**src/rtl/pattern_scan_pkg.sv**
```systemverilog
// -----------------------------------------------------------------------------
// pattern_scan_pkg
// Shared definitions for the pattern scan controller: the controller state
// encoding and the default number of pattern bits scanned per run.
// Optional build macro used by the controller: PATTERN_SCAN_ABORT_EN.
// -----------------------------------------------------------------------------
`timescale 1ns/1ps
package pattern_scan_pkg;

   localparam int DEFAULT_WIDTH = 10;

   typedef enum logic [1:0] {
      IDLE   = 2'd0,
      SHIFT  = 2'd1,
      SAMPLE = 2'd2,
      DONE   = 2'd3
   } state_t;

endpackage

```
**src/rtl/pattern_scan_controller.sv**
```systemverilog
// -----------------------------------------------------------------------------
// pattern_scan_controller
// Presents a captured WIDTH-bit word LSB-first to an external Moore pattern
// detector, one bit per accepted tick, and counts how many times the detector
// reports a hit after each step.
//
// Ports
//   clock        in   system clock, rising edge
//   reset_n      in   asynchronous active-low reset
//   start        in   begin a scan (accepted only in IDLE)
//   tick         in   single-cycle step strobe
//   pattern      in   word captured on an accepted start
//   detect       in   Moore output of the external detector
//   abort        in   (PATTERN_SCAN_ABORT_EN only) cancel the current run
//   shift_enable out  one-cycle step strobe to the detector
//   serial_out   out  current bit presented to the detector
//   busy         out  high in every state except IDLE
//   done         out  one-cycle completion pulse
//   match_count  out  detector hits in the current or last run
//   bits_left    out  pattern bits not yet stepped
//
// Build option: define PATTERN_SCAN_ABORT_EN to add the abort input.
// -----------------------------------------------------------------------------
`timescale 1ns/1ps
module pattern_scan_controller
   import pattern_scan_pkg::*;
#(
   parameter int WIDTH = DEFAULT_WIDTH
) (
   input  logic             clock,
   input  logic             reset_n,
   input  logic             start,
   input  logic             tick,
   input  logic [WIDTH-1:0] pattern,
   input  logic             detect,
`ifdef PATTERN_SCAN_ABORT_EN
   input  logic             abort,
`endif
   output logic             shift_enable,
   output logic             serial_out,
   output logic             busy,
   output logic             done,
   output logic [3:0]       match_count,
   output logic [3:0]       bits_left
);

   localparam logic [3:0] WIDTH_BITS = 4'(WIDTH);

   state_t           state;
   state_t           state_next;
   logic [WIDTH-1:0] shadow;
   logic             abort_req;

`ifdef PATTERN_SCAN_ABORT_EN
   assign abort_req = abort;
`else
   assign abort_req = 1'b0;
`endif

   always_ff @(posedge clock or negedge reset_n) begin
      if (!reset_n) begin
         state <= IDLE;
      end else begin
         state <= state_next;
      end
   end

   // Abort outranks tick, so an abort in SHIFT never produces a step strobe.
   always_comb begin
      state_next   = state;
      shift_enable = 1'b0;
      case (state)
         IDLE: begin
            if (start) begin
               state_next = SHIFT;
            end
         end
         SHIFT: begin
            if (abort_req) begin
               state_next = IDLE;
            end else if (tick) begin
               shift_enable = 1'b1;
               state_next   = SAMPLE;
            end
         end
         SAMPLE: begin
            if (abort_req) begin
               state_next = IDLE;
            end else if (bits_left == 4'd0) begin
               state_next = DONE;
            end else begin
               state_next = SHIFT;
            end
         end
         DONE: begin
            state_next = IDLE;
         end
         default: begin
            state_next = IDLE;
         end
      endcase
   end

   // The detector output seen in SAMPLE already reflects the bit stepped in
   // the preceding SHIFT cycle, so counting here counts one result per bit.
   always_ff @(posedge clock or negedge reset_n) begin
      if (!reset_n) begin
         shadow      <= '0;
         bits_left   <= 4'd0;
         match_count <= 4'd0;
      end else begin
         if (state == IDLE && start) begin
            shadow      <= pattern;
            bits_left   <= WIDTH_BITS;
            match_count <= 4'd0;
         end else if (shift_enable) begin
            shadow    <= {1'b0, shadow[WIDTH-1:1]};
            bits_left <= bits_left - 4'd1;
         end else if (state == SAMPLE && !abort_req && detect) begin
            match_count <= match_count + 4'd1;
         end
      end
   end

   assign serial_out = shadow[0];
   assign busy       = (state != IDLE);
   assign done       = (state == DONE) && !abort_req;

endmodule

```
**config.mk**
```make
export PLATFORM = sky130hd
export DESIGN_NAME = pattern_scan_controller
export DESIGN_NICKNAME = d
export VERILOG_FILES = /design/src/rtl/pattern_scan_pkg.sv /design/src/rtl/pattern_scan_controller.sv
export SDC_FILE = /design/constraint.sdc
export NUM_CORES = 1
export LEC_CHECK = 0
export CAP_MARGIN = 20
export CORE_UTILIZATION = 47
export CTS_CLUSTER_DIAMETER = 80
export DETAILED_ROUTE_END_ITERATION = 10
export HOLD_SLACK_MARGIN = 0.02
export PLACE_DENSITY = 0.8
export SLEW_MARGIN = 20
export SYNTH_ARGS = -nofsm -noshare
export SYNTH_HDL_FRONTEND = slang
export SYNTH_SLANG_ARGS = --single-unit
```
**constraint.sdc**
```tcl
create_clock -name clock -period 1.5 [get_ports clock]
set_clock_uncertainty 0.1 [all_clocks]
set_input_delay 0.3 -clock clock [delete_from_list [all_inputs] [get_ports clock]]
set_output_delay 0.3 -clock clock [all_outputs]
set_load 0.02 [all_outputs]
```
==> results_dict.tcl <==
set metrics [dict create \
    synth_area_um2 1012 \
    pre_cts_slack_ns -0.4759 \
    ys_seq_area_share_pct 49.44 \
    end_kind "output pin" \
    syn_nets 125 \
    vias_per_cell 5.313 \
    timing.final.ws_setup_ns -0.08329 \
    cts_buffer_depth 2 \
    drt_iter0_drc 22 \
    ys_seq_elements 20 \
    crit_family "flip-flops" \
    drc 0 \
    crit_path_max_incr_delay_ns 0.41 \
    ant_nets 0 \
    grt.met1_usage_pct 27.46 \
    antenna_cells 0 \
    wl_per_cell_um 13.12 \
    cts_buffers 3 \
    tightest_slew_ns 0.2638 \
    crit_type "reg -> out" \
    critPathMostFrequentCell "buf_6" \
    violations "negative setup slack" \
    swShare_pct 39.58 \
    slew_viol_final 0 \
    max_freq_mhz 631.6 \
    leakage_nw 0.7200 \
    slew_headroom_pct 82.41 \
    place_congestion 0.8215 \
    core-area_um2 2002 \
    wirelength_mm 2.349 \
    r2r-end "shadow[6]" \
    path_clk_slew_ns 0.11 \
    outcome "complete, but fails checks" \
    die-area_um2 2343 \
    cts_tree "yes" \
    worstPathRequired_ns 1.10 \
    crit_buf_inv 2 \
    regToRegSetupSlack_ns -0.06 \
    rows 16 \
    fp.dieH_um 48.41 \
    hold_path_class "in -> async" \
    grt.busiest_layer "met2" \
    cts_max_level 1 \
    hold_viol 0 \
    fin_crit_ns 1.583 \
    io_buffers 26 \
    drive_above_1_share_pct 29.61 \
    syn_inst 107 \
    rr_worst_depth 6 \
    cts.sinks 20 \
    worst_setup_path_start_kind "flip-flop" \
    setup_viol 13 \
    nNetsFinal 171 \
    dr_total_vias 951 \
    rr_startpoint "state[1]" \
    io_pins 27 \
    seqPwrFrac_pct 34.2 \
    rsz0062_at_grt "yes" \
    hold_buffers 0 \
    synthDistinctLibCells 31 \
    holdWs_ns 0.2287 \
    fin_crit_sh_pct 105.6 \
    crit_fanout 4 \
    arrival_ns 1.18 \
    track_usage_pct 21.18 \
    grt_pass1_vias 880 \
    peakVddDrop_mv 1.259 \
    antenna_found_initial 0 \
    cpMaxStageDelayCell "dfrtp_1" \
    grt_pass1_wl_mm 3.815 \
    internal_power_mw 1.628 \
    grtUsageMet2_pct 35.45 \
    syn2layout_area_growth_pct 48.95 \
    yosysWarnings 0 \
    grt_max_degree 21 \
    drtPass1Iterations 4 \
    power_density_nw_per_um2 1787 \
    avgSynthCellArea_um2 9.460 \
    start_util_pct 50.56 \
    p_sw_mw 1.067 \
    clkLatencyLatePin_ns 0.30 \
    dp_hpwl_mm 1.503 \
    combPwrFrac_pct 54.1 \
    die_width_um 48.41 \
    root_buffer "clkbuf_4" \
    grt_util_met3_pct 2.201 \
    path_cells "buf_6 -> or2_4 -> buf_6" \
    maxCapViolCount 0 \
    overflow 0 \
    p_clk_share_pct 11.7 \
]
==> layout by cell type, fill, tap and decap left out, drive strengths merged, types with 2 or more instances in the layout <==
| cell type | count |
|---|---|
| a21oi | 20 |
| nor2 | 8 |
| nand2 | 16 |
| o211ai | 2 |
| clkdlybuf4s50 | 14 |
| dfrtp | 20 |
| clkbuf | 5 |
| o21ai | 4 |
| buf | 24 |
| nand2b | 2 |
| a22o | 2 |
| nand3 | 2 |
| dlygate4sd2 | 7 |
| inv | 6 |
| or3 | 2 |
| ha | 3 |
==> state kept, by name, indices dropped and copies added, names as in the netlist <==
| signal | flops |
|---|---|
| shadow | 10 |
| state | 2 |
| bits_left | 4 |
| match_count | 4 |
==> final cells by class <==
cell class,count,area [µm²]
Sequential cell,20,500.5
Fill cell,147,494.2
Multi-Input combinational cell,75,490.5
Timing Repair Buffer,47,424.2
Inverter,6,22.52
Clock buffer,4,36.28
Tap cell,27,33.78
==> synth_stat cells <==
cell / count / area (µm²)
o22ai_1: 1 / 6.260
o41ai_1: 1 / 8.760
nand4_1: 1 / 6.260
buf_4: 2 / 15.01
nand3_1: 2 / 10.01
nand2b_4: 1 / 13.76
o31ai_1: 1 / 7.510
nand2b_1: 1 / 6.260
o211ai_1: 2 / 15.01
dfrtp_1: 20 / 500.5
nor3b_2: 1 / 12.51
nor2_1: 8 / 30.03
and3_1: 1 / 6.260
or2_2: 1 / 6.260
and2_1: 1 / 6.260
or3_1: 2 / 12.51
a22oi_1: 1 / 7.510
a21oi_1: 20 / 100.1
buf_6: 3 / 33.78
buf_2: 1 / 5.000
or3b_4: 1 / 11.26
a22o_1: 2 / 17.52
o21bai_1: 1 / 7.510
nor3_1: 1 / 5.000
nand3b_2: 1 / 11.26
inv_1: 5 / 18.77
inv_2: 1 / 3.750
o21ai_0: 4 / 20.02
nand2_1: 16 / 60.06
ha_1: 3 / 37.54
mux2i_1: 1 / 10.01
==> worst reg2reg max path, delay by kind of cell (launching register included) <==
kind	cells	cell delay (ns)
flops	1	0.41
simple gates	2	0.50
buf+inv	3	0.40
compound gates	1	0.05
==> kinds of logic after synthesis <==
| group | after synthesis | synth area share, % |
|---|---|---|
| and+or+nand+nor | 38 | 19.53 |
| muxes | 1 | 0.9889 |
| DFF | 20 | 49.44 |
| adders and majority gates | 3 | 3.709 |
| AOI/OAI and AO/OA | 33 | 18.79 |
| buffers and inverters | 12 | 7.539 |
==> per-layer routing <==
| metal | wire [µm] | up-vias |
|---|---|---|
| met3 | 130 | 5 |
| met5 | 0 | - |
| met2 | 1169 | 35 |
| met1 | 1008 | 449 |
| li1 | - | 462 |
| met4 | 41 | 0 |
==> through the flow <==
step	util [%]	TNS, ns	area, µm²	power, mW	std cells
2_1_floorplan	-	0	1012	1.710	107
3_3_place_gp	67.06	-2.879	1343	2.121	166
3_5_place_dp	67.06	-2.872	1343	2.170	166
4_1_cts	71.63	-0.5670	1434	2.550	176
5_1_grt	75.31	-1.380	1508	2.879	179
6_report	75.31	-0.5621	1508	2.695	179
==> repair_timing <==
action,4_1_cts,5_1_grt
endpoints found under the setup margin,14,19
gates resized for setup,33,17
setup buffers,6,3
pin swaps,5,3
==> worst max-delay path by stage <==
stage                 start      endpoint  slack [ns]  depth (start not counted)
6_report           state[1]          busy       -0.08                          3
5_1_grt            state[1]     shadow[8]       -0.14                          6
4_1_cts            state[1]          busy       -0.09                          3
3_5_place_dp           tick  shift_enable       -0.48                          4
3_3_place_gp           tick  shift_enable       -0.48                          4
2_1_floorplan  bits_left[0]  bits_left[2]        0.12                          5
==> power groups by stage <==
| stage | logic (mW) | registers, mW | clock network [mW] |
|---|---|---|---|
| floorplan | 0.720 | 0.990 | 0 |
| global placement | 1.21 | 0.912 | 0 |
| detailed placement | 1.25 | 0.923 | 0 |
| CTS | 1.32 | 0.912 | 0.317 |
| global route | 1.59 | 0.948 | 0.344 |
| finish | 1.46 | 0.921 | 0.315 |
No activity file was read; power rests on OpenSTA's default activity.
==> RTL change, RTL diff (config.mk and constraints unchanged) <==
`DEFAULT_WIDTH`: 10 -> 14.
--- a/src/rtl/pattern_scan_pkg.sv
+++ b/src/rtl/pattern_scan_pkg.sv
@@ -7,7 +7,7 @@
 `timescale 1ns/1ps
 package pattern_scan_pkg;
 
-   localparam int DEFAULT_WIDTH = 10;
+   localparam int DEFAULT_WIDTH = 14;
 
    typedef enum logic [1:0] {
       IDLE   = 2'd0,
Interface: changed (resized pattern); port bits go from 27 to 31. The function was not compared with the original's and may differ.
==> RTL change against the original RTL <==
- the flow still finishes with violations (setup timing)
- first-iteration DRC count decreased by 14%
- synthesized area increased by 20%
- setup slack got worse by 0.043 ns
- design area increased by 22%
- wire length increased by 32%
- cell count increased by 13%
- die area increased by 19%
- sequential share of layout area decreased by 0.67 points
- critical path depth increased by 2
- register-to-register slack got worse by 0.05 ns
- sequential cell count increased by 4
- combinational power increased by 27%
- total power increased by 21%
- largest cell class is now multi-input combinational cells
==> RTL change: results (changes against the original RTL) <==
status: finished with violations
violated checks: setup timing
syn nets: 144 (+15%)
Ys Warns: 0 (unchanged)
Layout Cells excl Fill: 203 (+13%)
CP Data Arrival Time: 1.23 ns (+0.05 ns)
Static Leak: 0.862 nW (+20%)
share of power burned in registers: 0.345 (+0.003)
post-placement cell area: 0.00160 mm^2 (+19%)
Multi-input gate area: 642 um^2 (+31%)
sequential share of the synthesized area: 0.494 (-0.000610)
Metal-1 WL: 1210 um (+20%)
Signal buffers: 54 (+15%)
worst r2r dst: shadow[11]
gpl congestion: 0.753 (-8.4%)
final setup margin: -0.127 ns (-0.0433 ns)
comb_multi_in: 87 (+16%)
Tapcells: 30 (+11%)
final setup violation count: 18 (+5)
top flop regs: shadow: 14 flops, bits_left: 4 flops, match_count: 4 flops
RR Startpoint: state[0]
WL per Instance: 15.2 um (+16%)
final hold slack: 0.253 ns (+0.0248 ns)
Final nets: 196 (+15%)
Final Power: 3.25 mW (+21%)
R2R setup slack: -0.11 ns (-0.05 ns)
DR WL met2: 1620 um (+39%)
Internal: 1.95 mW (+20%)
Placement Setup Slack: -0.506 ns (-0.0299 ns)
total track usage: 0.243 (+0.0313)
sequential cell area share: 0.325 (-0.00675)
Synth area leaders: dfrtp_1 49%, a21oi_1 5.8%, nand2_1 5.6%
post-DP HPWL: 1900 um (+27%)
dpl cells: 191 (+15%)
layout cells sized above 1: 0.364 (+0.0681)
worst r2r path cells: 7 (+1)
vias per cell: 5.63 (+5.9%)
Layout area overhead: 51.9%
largest net degree at the start of global routing: 25 (+19%)
met1 Use GR: 0.268 (-0.00657)
fraction of area in non-clock buffers: 0.285 (+0.00323)
mean post-synth cell area: 9.89 um^2 (+4.5%)
met3 usage: 0.0402 (+0.0182)
Commonest cells post-synth: 24 x dfrtp_1, 18 x nand2_1, 14 x a21oi_1
Met3 Wirelength: 167 um (+28%)
first-pass GRT wire length: 4800 um (+26%)
post-synthesis sequential element count: 24 (+20%)
Port Buffers: 30 (+15%)
P_comb: 1.86 mW (+27%)
actual slew at the worst max-slew pin: 0.349 ns (+0.0855 ns)
CP Max Fanout: 2 (-2)
initial drt markers: 19 (-14%)
clock buffer depth: 2 (unchanged)
Inverters, non-clock: 5 (-1)
M2 GR Usage: 0.435 (+0.0801)
Peak VDD IR: 1.18 mV (-6.6%)
fillcell total: 175 (+19%)
post-synth cell types: 34 (+9.7%)
ClkCell Share: 0.0122 (-0.0119)
## RTL change: how the worst max path moves through the flow
stage / to / slack (ns) / start / cells past startpoint
finish: shift_enable / -0.13 / state[0] / 5
global route: shadow[11] / -0.18 / state[0] / 7
CTS: busy / -0.19 / state[0] / 3
detailed placement: shift_enable / -0.51 / tick / 4
global placement: shift_enable / -0.49 / tick / 4
floorplan: match_count[2] / 0.04 / match_count[0] / 4
## RTL change: cell families after synthesis
family	Yosys count	share of synthesized area
buffers and inverters	12	0.0730
flip-flops	24	0.494
AO/OA/AOI/OAI	35	0.187
multiplexers	2	0.0175
adder cells (fa/ha/maj)	2	0.0206
AND/OR/NAND/NOR	48	0.208
## RTL change: critical path, stage by stage, from the launching register on
cell      delay, ns
dfrtp_1        0.41
buf_6          0.12
buf_4          0.13
nand3b_4       0.09
inv_2          0.05
buf_6          0.12
## RTL change: what timing repair did
item                       4_1_cts  5_1_grt
setup endpoints to repair       28       28
pin swaps                       20       10
cloned                           2        0
resized for setup               49       25
setup buffers                    6        2
